===== config.mk =====
export PLATFORM = sky130hd
export DESIGN_NAME = pipe_stage_reg
export DESIGN_NICKNAME = d
export VERILOG_FILES = /design/src/rtl/pipe_stage_reg.sv
export SDC_FILE = /design/constraint.sdc
export NUM_CORES = 1
export LEC_CHECK = 0
export BUFFER_PORTS_ARGS = -buffer_cell sky130_fd_sc_hd__buf_2
export CAP_MARGIN = 10
export CORE_AREA = 2 2 169 171
export DETAILED_ROUTE_END_ITERATION = 16
export DIE_AREA = 0 0 171 173
export GPL_TIMING_DRIVEN = 0
export SLEW_MARGIN = 20
export SYNTH_ARGS = -nofsm -noshare
export SYNTH_HDL_FRONTEND = slang
export SYNTH_SLANG_ARGS = --single-unit

===== constraint.sdc =====
create_clock -name CLK -period 2.6 [get_ports CLK]
set_clock_uncertainty 0.05 [all_clocks]
set_input_delay 0.26 -clock CLK [delete_from_list [all_inputs] [get_ports CLK]]
set_output_delay 0.26 -clock CLK [all_outputs]
set_load 0.1 [all_outputs]

===== src/rtl/pipe_stage_reg.sv =====
// Pipeline stage register with hold, bubble and flush control.
// Optional perf counters are compiled in with PIPE_STAGE_PERF_EN.
//
// Ports:
//   CLK, NRST          clock; synchronous active-low reset
//   in_valid           upstream stage holds a real instruction
//   in_pc/inst/data    upstream payload
//   in_ctrl            upstream control bits
//   hold               freeze all stage contents
//   bubble             pass payload, kill control and valid
//   flush              kill stage, out_pc <= redirect_pc - REDIRECT_ADJ
//   redirect_pc        corrected next PC
//   out_*              registered stage contents
//   cnt_valid/bubble/flush  saturating perf counters
//                           (constant 0 without PIPE_STAGE_PERF_EN)
// Priority per cycle: reset > flush > hold > bubble > normal.

module pipe_stage_reg #(
  parameter int PC_W         = 13,
  parameter int INST_W       = 32,
  parameter int DATA_W       = 96,
  parameter int CTRL_W       = 21,
  parameter int REDIRECT_ADJ = 2,
  parameter int PERF_W       = 32
) (
  input  logic              CLK,
  input  logic              NRST,
  input  logic              in_valid,
  input  logic [PC_W-1:0]   in_pc,
  input  logic [INST_W-1:0] in_inst,
  input  logic [DATA_W-1:0] in_data,
  input  logic [CTRL_W-1:0] in_ctrl,
  input  logic              hold,
  input  logic              bubble,
  input  logic              flush,
  input  logic [PC_W-1:0]   redirect_pc,
  output logic              out_valid,
  output logic [PC_W-1:0]   out_pc,
  output logic [INST_W-1:0] out_inst,
  output logic [DATA_W-1:0] out_data,
  output logic [CTRL_W-1:0] out_ctrl,
  output logic [PERF_W-1:0] cnt_valid,
  output logic [PERF_W-1:0] cnt_bubble,
  output logic [PERF_W-1:0] cnt_flush
);

  typedef enum logic [1:0] {
    M_NORM,
    M_BUB,
    M_HOLD,
    M_FLUSH
  } mode_e;

  mode_e mode;

  logic              valid_q, valid_d;
  logic [PC_W-1:0]   pc_q, pc_d;
  logic [INST_W-1:0] inst_q, inst_d;
  logic [DATA_W-1:0] data_q, data_d;
  logic [CTRL_W-1:0] ctrl_q, ctrl_d;

  // Collapse overlapping controls into one mode by priority.
  always_comb begin
    mode = M_NORM;
    if (flush)
      mode = M_FLUSH;
    else if (hold)
      mode = M_HOLD;
    else if (bubble)
      mode = M_BUB;
  end

  always_comb begin
    valid_d = valid_q;
    pc_d    = pc_q;
    inst_d  = inst_q;
    data_d  = data_q;
    ctrl_d  = ctrl_q;
    unique case (mode)
      M_FLUSH: begin
        // Modular subtract: wraps below zero.
        pc_d    = redirect_pc - PC_W'(REDIRECT_ADJ);
        inst_d  = '0;
        data_d  = in_data;
        ctrl_d  = '0;
        valid_d = 1'b0;
      end
      M_HOLD: begin
      end
      M_BUB: begin
        pc_d    = in_pc;
        inst_d  = in_inst;
        data_d  = in_data;
        ctrl_d  = '0;
        valid_d = 1'b0;
      end
      M_NORM: begin
        pc_d    = in_pc;
        inst_d  = in_inst;
        data_d  = in_data;
        ctrl_d  = in_valid ? in_ctrl : '0;
        valid_d = in_valid;
      end
    endcase
  end

  always_ff @(posedge CLK) begin
    if (!NRST) begin
      valid_q <= 1'b0;
      pc_q    <= '0;
      inst_q  <= '0;
      data_q  <= '0;
      ctrl_q  <= '0;
    end else begin
      valid_q <= valid_d;
      pc_q    <= pc_d;
      inst_q  <= inst_d;
      data_q  <= data_d;
      ctrl_q  <= ctrl_d;
    end
  end

  assign out_valid = valid_q;
  assign out_pc    = pc_q;
  assign out_inst  = inst_q;
  assign out_data  = data_q;
  assign out_ctrl  = ctrl_q;

`ifdef PIPE_STAGE_PERF_EN
  logic [PERF_W-1:0] cv_q, cv_d;
  logic [PERF_W-1:0] cb_q, cb_d;
  logic [PERF_W-1:0] cf_q, cf_d;

  // Each counter sticks at all-ones.
  always_comb begin
    cv_d = cv_q;
    cb_d = cb_q;
    cf_d = cf_q;
    unique case (mode)
      M_NORM:
        if (in_valid && cv_q != '1)
          cv_d = cv_q + PERF_W'(1);
      M_BUB:
        if (cb_q != '1)
          cb_d = cb_q + PERF_W'(1);
      M_FLUSH:
        if (cf_q != '1)
          cf_d = cf_q + PERF_W'(1);
      M_HOLD: begin
      end
    endcase
  end

  always_ff @(posedge CLK) begin
    if (!NRST) begin
      cv_q <= '0;
      cb_q <= '0;
      cf_q <= '0;
    end else begin
      cv_q <= cv_d;
      cb_q <= cb_d;
      cf_q <= cf_d;
    end
  end

  assign cnt_valid  = cv_q;
  assign cnt_bubble = cb_q;
  assign cnt_flush  = cf_q;
`else
  assign cnt_valid  = '0;
  assign cnt_bubble = '0;
  assign cnt_flush  = '0;
`endif

endmodule


==> impl_metrics.json <==
{
  "status": "complete, no violations",
  "place_hpwl_um": 18700,
  "grt_overflow": 0,
  "wl_per_cell_um": 14.5,
  "reg2reg_depth": 3,
  "drt_iter0_markers": 258,
  "max-cap-violations": 0,
  "area_delta_synth_final_pct": 48.2,
  "drc": 0,
  "final_hold_viol_count": 0,
  "ir_drop_uv": 343,
  "synth-seq-cells": 163,
  "synth_area_mm2": 0.00665,
  "comb_power_share_pct": 31.7,
  "clock-root-buffer": "clkbuf_16",
  "routed_via_density": 4.04,
  "numCtsBuffers": 17,
  "h-tree-depth": 4,
  "rsz0062_at_grt": "no",
  "clock_tree.buffer_depth": 2,
  "synth_edf_count": 0,
  "initial_utilization_pct": 24.1,
  "slew_headroom_pct": 42.0,
  "grt_pass1_wl_um": 35300,
  "setup_violations": 0,
  "die-area_mm2": 0.0296,
  "ys_warn_count": 0,
  "min_path_cells": 3,
  "fp.dieW_um": 171,
  "gr-usage-all-layers_pct": 15.6,
  "clock_sinks": 163,
  "clock_latency_ps": 420,
  "cp_data_arrival_time_ps": 2380,
  "synthCells": 790,
  "fin_crit_sh_pct": 80.2,
  "synthArstFlopShare_pct": 0,
  "p_switching_uw": 3030,
  "coreArea_mm2": 0.0276,
  "yosysMostFrequentCell": "nand2_1",
  "drv_slew": 0,
  "swShare_pct": 41.3,
  "routed_wl_um": 23900,
  "powerDensity_mw_per_mm2": 746,
  "worstPathRequired_ps": 2890,
  "cp-start-kind": "input port",
  "cp-end-kind": "flop",
  "period_needed_ps": 2080,
  "synth.area.top_cells": "dfxtp_1 49%, nand2_1 11%, buf_4 11%",
  "fmax_ghz": 0.480,
  "final_nets": 1441,
  "synthFlopType": "dfxtp_1",
  "hold_ws_ps": 22.4,
  "place.port_buffers": 341,
  "synth_area_per_cell_um2": 8.41,
  "postCtsSetupBuffers": 0,
  "final_antenna_net_count": 0,
  "vias": 6667,
  "intPower_uw": 4320,
  "synth_largest_area_cell": "dfxtp_1",
  "seqPwrFrac_pct": 36.6,
  "path_class": "input port to flop",
  "clkTransAtPathRegs_ps": 60,
  "synth.distinct_cells": 38,
  "clockPowerShare_pct": 31.7,
  "setup_ws_ps": 515,
  "p_leak_uw": 0.00506,
  "cts_tree": "done",
  "grt_max_degree": 17,
  "ctsHoldBuffers": 13,
  "fin_tns_setup_ps": 0,
  "dieHeight_um": 173,
  "ys_seq_area_share_pct": 49.1,
  "tightest_slew_ps": 870,
  "ctsResizeCount": 0,
  "yosys.area.top_type_share_pct": 49.1,
  "netlist_top_cells_count": "193 x nand2_1, 163 x dfxtp_1, 100 x a21oi_1",
  "hold_class": "input port to flop",
  "crit_fanout": 10,
  "io_pins": 440,
  "antenna_found_initial": 1,
  "finalWeightedCongestion": 0.777,
  "first_global_vias": 6476,
  "drt_first_pass_iters": 4,
  "fp-row-count": 61,
  "place_ws_ps": -18.7,
  "drive_above_1_share_pct": 38.1
}
metrics by stage:
stage | area, um^2 | instances | util [%] | total power, uW
floorplan | 7000 | 885 | - | 4660
global placement | 9180 | 1604 | 33.2 | 5050
detailed placement | 9190 | 1605 | 33.3 | 5060
CTS | 9850 | 1649 | 35.6 | 7440
global route | 9850 | 1649 | 35.6 | 7630
finish | 9850 | 1650 | 35.7 | 7350
sequential cells by signal, summed over array words and instances (netlist names):
name	count
out_pc	13
out_valid	1
out_inst	32
out_data	96
out_ctrl	21
layer usage:
metal  GRT usage (%)  up-vias  part of all wire, %
met5               0        -                    0
met4            4.84        0                  1.8
met3            5.65       26                  9.1
met2            28.2      298                   50
met1            16.7     2997                   39
li1                -     3346                    -
cells in the final DEF (no fill, tap or decap), types with 2 or more instances in the layout:
cell type / count
buf_2: 349
nand2_1: 193
dfxtp_1: 163
a21oi_1: 100
buf_4: 96
conb_1: 96
nor2_1: 57
clkbuf_1: 42
mux2i_1: 34
a22oi_1: 21
clkbuf_16: 17
dlygate4sd3_1: 13
buf_1: 9
a211oi_1: 8
mux2_2: 7
o21ai_0: 7
nor2b_1: 6
inv_1: 4
or4_1: 4
a31oi_1: 4
nor4_1: 3
xnor2_1: 3
clkinv_4: 3
clkinv_2: 3
nand2b_1: 2
o31ai_1: 2
nor3_1: 2
nand4_1: 2
o41ai_1: 2
or3_1: 2
a311oi_1: 2
clkinvlp_4: 2
clkbuf_8: 2
logic make-up after synthesis:
kind of cell               after synthesis  synth area share [%]
other                                    1                0.0564
muxes                                   41                  6.31
buffers and inverters                  156                  14.4
adders and majority gates                1                 0.188
and+or+nand+nor                        277                  16.8
DFF                                    163                  49.1
AOI/OAI and AO/OA                      148                  12.7
xor gates and xnor gates                 3                 0.395
path summary, 6_finish.rpt:
kind / slack (ps) / to / startpoint
worst max-delay path: 520 / out_data[77] / flush
worst min-delay path: 20 / out_inst[15] / in_inst[15]
worst max register to register: 1490 / out_pc[12] / out_pc[12]
worst min register to register: 400 / out_data[33] / out_data[33]
worst max-delay path, cell delays in order:
cell      delay, ps
buf_2           110
clkbuf_1        230
nor2b_1         160
clkbuf_1        600
buf_2           390
buf_1           380
nand2_1         100
a21oi_1         140
cell type report:
type	count	area [um^2]
tap	378	473
sequential	163	3260
inverter	5	18.8
timing repair buffer	355	1840
clock inverter	8	56.3
fill	2963	17800
buffer	151	937
multi-input combinational	566	2790
antenna	1	2.50
clock buffer	23	468
power by group through the flow:
stage	logic [uW]	registers (uW)	clock network (uW)
floorplan	995	3670	0
global placement	2310	2740	0
detailed placement	2320	2740	0
CTS	2330	2690	2420
global route	2430	2700	2500
finish	2330	2690	2330
(Power assumes the default switching activity.)
